==> src/rtl/vga_timing_pkg.sv <==
// Shared definitions for the VGA/DVI raster timing generator.
//
// Contents:
//   - Timing sets for 640x480@60 (VGA640_*) and 800x600@60 (SVGA800_*).
//   - vga_clog2(): the number of bits needed to count 0..value-1. It sets the
//     default X_W/Y_W widths and checks user-supplied widths.
package vga_timing_pkg;

  // 640x480 @ 60 Hz, 25.175 MHz pixel clock, both syncs active-low
  localparam int VGA640_H_ACTIVE = 640;
  localparam int VGA640_H_FP     = 16;
  localparam int VGA640_H_SYNC   = 96;
  localparam int VGA640_H_BP     = 48;
  localparam int VGA640_V_ACTIVE = 480;
  localparam int VGA640_V_FP     = 10;
  localparam int VGA640_V_SYNC   = 2;
  localparam int VGA640_V_BP     = 33;
  localparam bit VGA640_H_POL    = 1'b0;
  localparam bit VGA640_V_POL    = 1'b0;

  // 800x600 @ 60 Hz, 40 MHz pixel clock, both syncs active-high
  localparam int SVGA800_H_ACTIVE = 800;
  localparam int SVGA800_H_FP     = 40;
  localparam int SVGA800_H_SYNC   = 128;
  localparam int SVGA800_H_BP     = 88;
  localparam int SVGA800_V_ACTIVE = 600;
  localparam int SVGA800_V_FP     = 1;
  localparam int SVGA800_V_SYNC   = 4;
  localparam int SVGA800_V_BP     = 23;
  localparam bit SVGA800_H_POL    = 1'b1;
  localparam bit SVGA800_V_POL    = 1'b1;

  // Bits needed to represent value-1, with a minimum of one bit.
  // Example: 800 -> 10, 525 -> 10, 8 -> 3.
  function automatic int vga_clog2(input int value);
    int bits;
    int rem;
    bits = 0;
    rem  = value - 1;
    while (rem > 0) begin
      bits = bits + 1;
      rem  = rem >> 1;
    end
    if (bits == 0) begin
      bits = 1;
    end
    return bits;
  endfunction

endpackage

==> src/rtl/vga_axis_cnt.sv <==
// One axis (horizontal or vertical) of the raster: a wrapping position
// counter plus a combinational decode of where that position lies.
//
// Ports:
//   clk_i     system clock
//   rst_ni    asynchronous active-low reset, clears the count to 0
//   inc_i     advance the count by one on this clock
//   wrap_i    together with inc_i, load 0 instead of count+1
//   count_o   current position, 0..TOTAL-1
//   active_o  count < ACTIVE
//   sync_o    count is inside the sync window [ACTIVE+FP, ACTIVE+FP+SYNC)
//   last_o    count == TOTAL-1
module vga_axis_cnt #(
  parameter int ACTIVE = 640,
  parameter int FP     = 16,
  parameter int SYNC   = 96,
  parameter int BP     = 48,
  parameter int W      = 10
) (
  input  logic         clk_i,
  input  logic         rst_ni,
  input  logic         inc_i,
  input  logic         wrap_i,
  output logic [W-1:0] count_o,
  output logic         active_o,
  output logic         sync_o,
  output logic         last_o
);

  localparam int TOTAL = ACTIVE + FP + SYNC + BP;

  // Boundaries as W-bit constants so every compare is width-matched.
  // SYNC_END is at most TOTAL-1 because BP >= 1, so it always fits in W bits.
  localparam logic [W-1:0] ACT_END    = W'(ACTIVE);
  localparam logic [W-1:0] SYNC_START = W'(ACTIVE + FP);
  localparam logic [W-1:0] SYNC_END   = W'(ACTIVE + FP + SYNC);
  localparam logic [W-1:0] LAST       = W'(TOTAL - 1);

  logic [W-1:0] count_q;
  logic [W-1:0] count_d;

  // Next position. The owner decides when to wrap, so the horizontal axis
  // can wrap on its own last flag and the vertical axis on its own.
  always_comb begin
    count_d = count_q;
    if (inc_i) begin
      count_d = wrap_i ? '0 : count_q + W'(1);
    end
  end

  always_ff @(posedge clk_i or negedge rst_ni) begin
    if (!rst_ni) begin
      count_q <= '0;
    end else begin
      count_q <= count_d;
    end
  end

  assign count_o  = count_q;
  assign active_o = (count_q < ACT_END);
  assign sync_o   = (count_q >= SYNC_START) && (count_q < SYNC_END);
  assign last_o   = (count_q == LAST);

endmodule

==> src/rtl/vga_timing_gen.sv <==
// Parametrised VGA/DVI raster timing generator with a pixel clock-enable.
//
// Ports:
//   clk          system clock
//   rst_n        asynchronous active-low reset
//   pix_en       pixel clock-enable; the raster moves one pixel per enabled clk
//   hsync        horizontal sync, active level H_POL
//   vsync        vertical sync, active level V_POL (held for whole lines)
//   de           display enable, high inside the visible area
//   x, y         position of the pixel the other outputs describe
//   line_start   one-clk strobe when the pixel at h=0 is output
//   frame_start  one-clk strobe when the pixel at (0,0) is output
//   vblank       high while y >= V_ACTIVE
//
// Each enabled clock registers the decode of the counter position from
// before the increment. All outputs therefore describe the same pixel,
// one clock behind the counters.
module vga_timing_gen
  import vga_timing_pkg::*;
#(
  parameter int H_ACTIVE = VGA640_H_ACTIVE,
  parameter int H_FP     = VGA640_H_FP,
  parameter int H_SYNC   = VGA640_H_SYNC,
  parameter int H_BP     = VGA640_H_BP,
  parameter int V_ACTIVE = VGA640_V_ACTIVE,
  parameter int V_FP     = VGA640_V_FP,
  parameter int V_SYNC   = VGA640_V_SYNC,
  parameter int V_BP     = VGA640_V_BP,
  parameter bit H_POL    = VGA640_H_POL,
  parameter bit V_POL    = VGA640_V_POL,
  parameter int X_W      = vga_clog2(H_ACTIVE + H_FP + H_SYNC + H_BP),
  parameter int Y_W      = vga_clog2(V_ACTIVE + V_FP + V_SYNC + V_BP)
) (
  input  logic           clk,
  input  logic           rst_n,
  input  logic           pix_en,
  output logic           hsync,
  output logic           vsync,
  output logic           de,
  output logic [X_W-1:0] x,
  output logic [Y_W-1:0] y,
  output logic           line_start,
  output logic           frame_start,
  output logic           vblank
);

  localparam int H_TOTAL = H_ACTIVE + H_FP + H_SYNC + H_BP;
  localparam int V_TOTAL = V_ACTIVE + V_FP + V_SYNC + V_BP;

  // Reject parameter sets that cannot describe a raster
  if (H_ACTIVE <= 0 || H_FP <= 0 || H_SYNC <= 0 || H_BP <= 0) begin : g_bad_h
    $error("vga_timing_gen: every horizontal timing parameter must be > 0");
  end
  if (V_ACTIVE <= 0 || V_FP <= 0 || V_SYNC <= 0 || V_BP <= 0) begin : g_bad_v
    $error("vga_timing_gen: every vertical timing parameter must be > 0");
  end
  if (X_W < vga_clog2(H_TOTAL)) begin : g_bad_xw
    $error("vga_timing_gen: X_W too small to hold H_TOTAL-1");
  end
  if (Y_W < vga_clog2(V_TOTAL)) begin : g_bad_yw
    $error("vga_timing_gen: Y_W too small to hold V_TOTAL-1");
  end

  logic [X_W-1:0] h_cnt;
  logic           h_active;
  logic           h_sync;
  logic           h_last;
  logic [Y_W-1:0] v_cnt;
  logic           v_active;
  logic           v_sync;
  logic           v_last;
  logic           v_inc;

  // The vertical axis advances only on the enabled clock that wraps the line
  assign v_inc = pix_en & h_last;

  vga_axis_cnt #(
    .ACTIVE (H_ACTIVE),
    .FP     (H_FP),
    .SYNC   (H_SYNC),
    .BP     (H_BP),
    .W      (X_W)
  ) u_h_cnt (
    .clk_i    (clk),
    .rst_ni   (rst_n),
    .inc_i    (pix_en),
    .wrap_i   (h_last),
    .count_o  (h_cnt),
    .active_o (h_active),
    .sync_o   (h_sync),
    .last_o   (h_last)
  );

  vga_axis_cnt #(
    .ACTIVE (V_ACTIVE),
    .FP     (V_FP),
    .SYNC   (V_SYNC),
    .BP     (V_BP),
    .W      (Y_W)
  ) u_v_cnt (
    .clk_i    (clk),
    .rst_ni   (rst_n),
    .inc_i    (v_inc),
    .wrap_i   (v_last),
    .count_o  (v_cnt),
    .active_o (v_active),
    .sync_o   (v_sync),
    .last_o   (v_last)
  );

  logic           hsync_q, hsync_d;
  logic           vsync_q, vsync_d;
  logic           de_q, de_d;
  logic           vblank_q, vblank_d;
  logic           line_start_q, line_start_d;
  logic           frame_start_q, frame_start_d;
  logic [X_W-1:0] x_q, x_d;
  logic [Y_W-1:0] y_q, y_d;
  logic           h_first;
  logic           v_first;

  assign h_first = (h_cnt == '0);
  assign v_first = (v_cnt == '0);

  // Level outputs hold while pix_en is low. The strobes default to 0, so
  // they drop on the clock after they are set, even when pix_en is low.
  // This keeps each strobe exactly one system clock wide.
  always_comb begin
    hsync_d       = hsync_q;
    vsync_d       = vsync_q;
    de_d          = de_q;
    vblank_d      = vblank_q;
    x_d           = x_q;
    y_d           = y_q;
    line_start_d  = 1'b0;
    frame_start_d = 1'b0;
    if (pix_en) begin
      x_d           = h_cnt;
      y_d           = v_cnt;
      de_d          = h_active & v_active;
      hsync_d       = h_sync ? H_POL : ~H_POL;
      vsync_d       = v_sync ? V_POL : ~V_POL;
      vblank_d      = ~v_active;
      line_start_d  = h_first;
      frame_start_d = h_first & v_first;
    end
  end

  always_ff @(posedge clk or negedge rst_n) begin
    if (!rst_n) begin
      hsync_q       <= ~H_POL;
      vsync_q       <= ~V_POL;
      de_q          <= 1'b0;
      vblank_q      <= 1'b0;
      x_q           <= '0;
      y_q           <= '0;
      line_start_q  <= 1'b0;
      frame_start_q <= 1'b0;
    end else begin
      hsync_q       <= hsync_d;
      vsync_q       <= vsync_d;
      de_q          <= de_d;
      vblank_q      <= vblank_d;
      x_q           <= x_d;
      y_q           <= y_d;
      line_start_q  <= line_start_d;
      frame_start_q <= frame_start_d;
    end
  end

  assign hsync       = hsync_q;
  assign vsync       = vsync_q;
  assign de          = de_q;
  assign vblank      = vblank_q;
  assign x           = x_q;
  assign y           = y_q;
  assign line_start  = line_start_q;
  assign frame_start = frame_start_q;

endmodule

==> config.mk <==
export PLATFORM = sky130hd
export DESIGN_NAME = vga_timing_gen
export DESIGN_NICKNAME = d
export VERILOG_FILES = /design/src/rtl/vga_timing_pkg.sv /design/src/rtl/vga_axis_cnt.sv /design/src/rtl/vga_timing_gen.sv
export SDC_FILE = /design/constraint.sdc
export NUM_CORES = 1
export LEC_CHECK = 0
export ABC_AREA = 1
export ABC_CLOCK_PERIOD_IN_PS = 3100
export BUFFER_PORTS_ARGS = -buffer_cell sky130_fd_sc_hd__buf_2
export CAP_MARGIN = 20
export CELL_PAD_IN_SITES_DETAIL_PLACEMENT = 1
export CELL_PAD_IN_SITES_GLOBAL_PLACEMENT = 1
export CORE_MARGIN = 2
export CORE_UTILIZATION = 46
export DETAILED_ROUTE_END_ITERATION = 6
export PLACE_DENSITY_LB_ADDON = 0.1
export SKIP_LAST_GASP = 1
export SYNTH_ARGS = -nofsm -noshare
export SYNTH_HDL_FRONTEND = slang
export SYNTH_SLANG_ARGS = --single-unit
export TNS_END_PERCENT = 50
==> constraint.sdc <==
create_clock -name clk -period 3.1 [get_ports clk]
set_clock_uncertainty 0.15 [all_clocks]
set_input_delay 0.31 -clock clk [delete_from_list [all_inputs] [get_ports clk]]
set_output_delay 0.31 -clock clk [all_outputs]
set_load 0.02 [all_outputs]
# Yosys cells after proc, flatten, opt, wreduce, memory -nomap -nowiden
# Cells that the tools add are included.
dict set report word_totals {
  ff_bits 46
  input_bits 3
  out_inout_bits 26
  word_cells 34
}
dict set report classes {
  add_sub_neg 2
  order_cmp 6
  eq_ne 2
  n_mux 6
  bitwise 4
  n_reduce_logical 4
}
# cell count
set ops {}
lappend ops {{$add 10x1->10 const B} 2}
lappend ops {{$eq 10x10->1 const B} 2}
lappend ops {{$logic_not 10->1} 2}
lappend ops {{$lt 10x10->1 const B} 2}
lappend ops {{$lt 10x9->1 const B} 2}
lappend ops {{$mux 10} 2}
lappend ops {{$ge 10x10->1 const B} 1}
lappend ops {{$ge 10x9->1 const B} 1}
lappend ops {{$mux 1} 4}
lappend ops {{$and 1x1->1} 3}
lappend ops {{$logic_and 1x1->1} 2}
lappend ops {{$not 1->1} 1}

# Logic depth before layout (Yosys ltp)
dict set report depth {
  depth_word 3
  mapped_depth 8
  depth_no_buf 8
}

# Cells and area by module
# A second synthesis with hierarchy kept.
dict set report hier_totals {
  cells_unflattened 279
  hier_area_um2 2258.4
}
# module instances cells_each area_each_um2 seq_area_each_um2
set modules_own_cells {}
lappend modules_own_cells {vga_timing_gen 1 122 1121.1 653.1}
lappend modules_own_cells {{vga_axis_cnt (u_v_cnt)} 1 81 571.8 250.2}
lappend modules_own_cells {{vga_axis_cnt (u_h_cnt)} 1 76 565.5 250.2}

# Least setup slack after synthesis
# No wires, ideal clock.
dict set report synth_path {
  kind {register to register}
  startpoint {reg u_h_cnt.count_q[0] (netlist: u_h_cnt.count_o[0])}
  endpoint {reg u_v_cnt.count_q[5] (netlist: u_v_cnt.count_o[5])}
  setup_ns 0.119
  t_arrival_ns 1.176
  required_time_ns 2.831
  setup_slack_ns 1.656
  path_stages_with_launch 8
  n_path_buf 1
  period_less_slack_ns 1.444
  path_cell_list {dfrtp_1 -> ha_1 -> nand2_2 -> nor2_4 -> nand4_4 -> buf_6 -> nand2_1 -> o21ai_2}
}
dict set report synth_between {
  elab_chain_cells 2
}
# element line_no
set synth_rtl {}
lappend synth_rtl {{start: declaration} vga_axis_cnt.sv:39} ;# logic [W-1:0] count_q;
lappend synth_rtl {{start signal: assignment} vga_axis_cnt.sv:55} ;# count_q <= count_d;
lappend synth_rtl {{$eq 10x10->1} vga_axis_cnt.sv:62} ;# assign last_o = (count_q == LAST);
lappend synth_rtl {{$and 1x1->1} vga_timing_gen.sv:75} ;# assign v_inc = pix_en & h_last;
lappend synth_rtl {{end signal: assignment} vga_axis_cnt.sv:55}
lappend synth_rtl {{end: declaration} vga_axis_cnt.sv:39}
# No other way between the ends.
# A chain may end at the register's enable or synchronous reset.

# Final worst setup path
dict set report layout_path {
  startpoint {reg u_h_cnt.count_q[0] (netlist: u_h_cnt.count_o[0])}
  endpoint {reg u_v_cnt.count_q[8] (netlist: u_v_cnt.count_o[8])}
}
# The elaborated chain is that of the path after synthesis.

==> results.cfg <==
[timing]
max-slew-margin-rel_pct = 73.3
layout_worst_path_cycle_share_pct = 54.4
final-hold-violation-count = 0
final-max-slew-violation-count = 0
final.setup.tns_ns = 0
finalSetupViolCount = 0
timing.final.crit_period_ns = 1.69
rsz0062_at_grt = no
max_clock_freq_mhz = 593
worst_slew_pin_tran_ns = 0.401
final_critical_path_setup_slack_ns = 1.41

[worst_hold_path]
holdCritPathClass = primary input to flip-flop

[yosys]
postSynthAreaPerCell_um2 = 8.21
synth.cells.most_frequent = 77 x sky130_fd_sc_hd__nand2_1, 44 x sky130_fd_sc_hd__dfrtp_1, 31 x sky130_fd_sc_hd__inv_1
synth.yosys.seq_area_share_pct = 51.1
synth_enable_flop_cells = 0
ys_types = 30
synth.most_common_cell = sky130_fd_sc_hd__nand2_1
async_flop_share_pct = 100
synth_top_cells_by_area = sky130_fd_sc_hd__dfrtp_1 49%, sky130_fd_sc_hd__nand2_1 13%, sky130_fd_sc_hd__inv_1 5.2%
synth.largest_area_cell = sky130_fd_sc_hd__dfrtp_1
synth_area_um2 = 2260
postSynthRegisterBits = 46
mappedNetlistNets = 282
synth_largest_type_area_fraction_pct = 48.8
synthCells = 275
synth_warn = 0
most_common_flop_cell_mapped_by_yosys = sky130_fd_sc_hd__dfrtp_1

[pwr]
internal-power_mw = 0.896
power_switching_share_pct = 33.0
sequentialPowerShare_pct = 53.5
design_power_total_mw = 1.34
power.share.combinational_pct = 19.7
static_leakage_nw = 1.30
max-vdd-ir-drop_v = 0.000201
net-switching-power_mw = 0.441
cellPowerDensity_nw_per_um2 = 521
relative_contribution_of_the_clock_network_to_total_power_pct = 26.8

[floorplanning]
die-area_um2 = 5480
placement_rows = 25
die_h_um = 74.1
core_area_um2 = 4720
io_pins = 29
initial_utilization_pct = 47.8
fp.dieW_um = 74.1

[placed_design]
dp_slack_ns = 1.44
portBuffers = 28
detailed_place_hpwl_um = 3940
place_congestion = 0.866
numPlacedInstances = 365
placedInstanceArea_um2 = 2450

[routing]
final_antenna_net_count = 0
drt_iter0_markers = 114
postRouteWirelength_um = 5320
route.vias.total = 1875
detail_route.wl_per_cell_um = 14.2
dr.pass1.iters = 4
vias_per_cell = 5.00
post-route-drc-count = 0

[grt]
groute.usage.overall_pct = 21.4
first_global_vias = 1874
overflow = 0
first_pass_grt_wire_length_um = 8910
antenna_found_initial = 0
grt_max_degree = 47

[critical_path]
cp_data_required_time_ns = 3.13
timing.critical_path.from_type = flip-flop
arrival_ns = 1.71
critical_path_peak_fanout = 14
critPathCaptureType = flip-flop
setup_crit_path_kind = flip-flop to flip-flop

[clock_network]
max-clock-path-buffers = 2
cts_resized = 0
worst_skew_pair_latency_ns = 0.30
post_cts.repair.setup_buffers = 0
clk_transition_reported_paths_ns = 0.09
cts.htree.levels = 2
clock_tree.root_cell = sky130_fd_sc_hd__clkbuf_8
cts.sinks = 46
cts_tree = yes
cts_made_buffers = 5

[flow_run]
cap_violations = 0

[layout]
finalNetCount = 314
layout-drive-gt1-share_pct = 19.8
filler_cell_count = 593
finish.instance_area_um2 = 2570
layoutNonFillerInstCount = 375
final-seq-area_um2 = 1150
area.growth.synth_to_final_pct = 13.7
multi_input_area_um2 = 926
n_antenna_cell = 0

[run_status]
outcome = complete, no violations
per-layer routing:
| metal | global-route usage, % | part of all wire, % |
|---|---|---|
| met4 | 5.45 | 0.94 |
| met1 | 31.5 | 51 |
| met5 | 0 | 0 |
| met3 | 4.47 | 3.6 |
| met2 | 32.3 | 44 |
cell families after synthesis:
kind of cell,share of synthesized area (%)
simple gates,29.0
flops,51.1
buf+inv,7.87
compound gates,8.26
xor+xnor,1.55
fa+ha+maj,2.22
state kept, by name, summed over array words and instances, names as in the netlist:
register,cells
de,1
vsync,1
u_h_cnt.count_o,10
u_v_cnt.count_o,10
line_start,1
frame_start,1
y,10
x,10
hsync,1
vblank,1
stage by stage:
stage | hold slack, ns | utilization (%)
2_1_floorplan | -0.136 | -
3_3_place_gp | 0.299 | 51.9
3_5_place_dp | 0.308 | 51.9
4_1_cts | 0.0740 | 53.7
5_1_grt | 0.259 | 54.3
6_report | 0.211 | 54.3
timing repair:
item | in CTS | in global routing
hold buffers | 0 | 1
hold endpoints to repair | 0 | 15
setup endpoints to repair | 0 | 0
worst max-delay path, stage by stage (launching register included):
cell                       delay (ns)
sky130_fd_sc_hd__dfrtp_1         0.44
sky130_fd_sc_hd__ha_1            0.23
sky130_fd_sc_hd__nand2_2         0.11
sky130_fd_sc_hd__nor2_4          0.15
sky130_fd_sc_hd__nand4_4         0.26
sky130_fd_sc_hd__clkinv_1        0.14
sky130_fd_sc_hd__o21ai_0         0.08
area by class of cell:
type / count / share of cell area [%]
timing repair buffer: 32 / 7.22
clock inverter: 2 / 0.390
inverter: 36 / 5.27
tap: 67 / 3.27
sequential: 46 / 45.0
multi-input combinational: 186 / 36.1
clock buffer: 6 / 2.83
path summary, 6_finish.rpt:
check | startpoint | to | slack [ns] | cells past startpoint
max in group asynchronous | rst_n | vsync$_DFFE_PN1P_ | 1.91 | 3
min in group asynchronous | rst_n | u_h_cnt.count_o[4]$_DFFE_PN0P_ | 0.32 | 2
worst min-delay path | pix_en | vblank$_DFFE_PN0P_ | 0.21 | 4
worst max register to register | u_h_cnt.count_o[0]$_DFFE_PN0P_ | u_v_cnt.count_o[8]$_DFFE_PN0P_ | 1.41 | 6
worst min register to register | x[5]$_DFFE_PN0P_ | x[5]$_DFFE_PN0P_ | 0.32 | 2
worst max-delay path | u_h_cnt.count_o[0]$_DFFE_PN0P_ | u_v_cnt.count_o[8]$_DFFE_PN0P_ | 1.41 | 6
cells in the final DEF (no fill, tap or decap), types with 6 or more instances in the layout:
cell / count
sky130_fd_sc_hd__nor3_1: 6
sky130_fd_sc_hd__nor2_1: 29
sky130_fd_sc_hd__dfrtp_1: 44
sky130_fd_sc_hd__nand2_2: 6
sky130_fd_sc_hd__buf_2: 28
sky130_fd_sc_hd__nand3_1: 12
sky130_fd_sc_hd__inv_1: 31
sky130_fd_sc_hd__o21ai_0: 19
sky130_fd_sc_hd__nand4_1: 6
sky130_fd_sc_hd__nand2_1: 77
power groups by stage:
stage / clock [mW] / combinational, mW / sequential [mW]
6_report: 0.359 / 0.263 / 0.714
5_1_grt: 0.389 / 0.297 / 0.724
4_1_cts: 0.374 / 0.264 / 0.715
3_5_place_dp: 0 / 0.261 / 0.727
3_3_place_gp: 0 / 0.249 / 0.724
2_1_floorplan: 0 / 0.141 / 0.752
No activity file was read; power rests on OpenSTA's default activity.
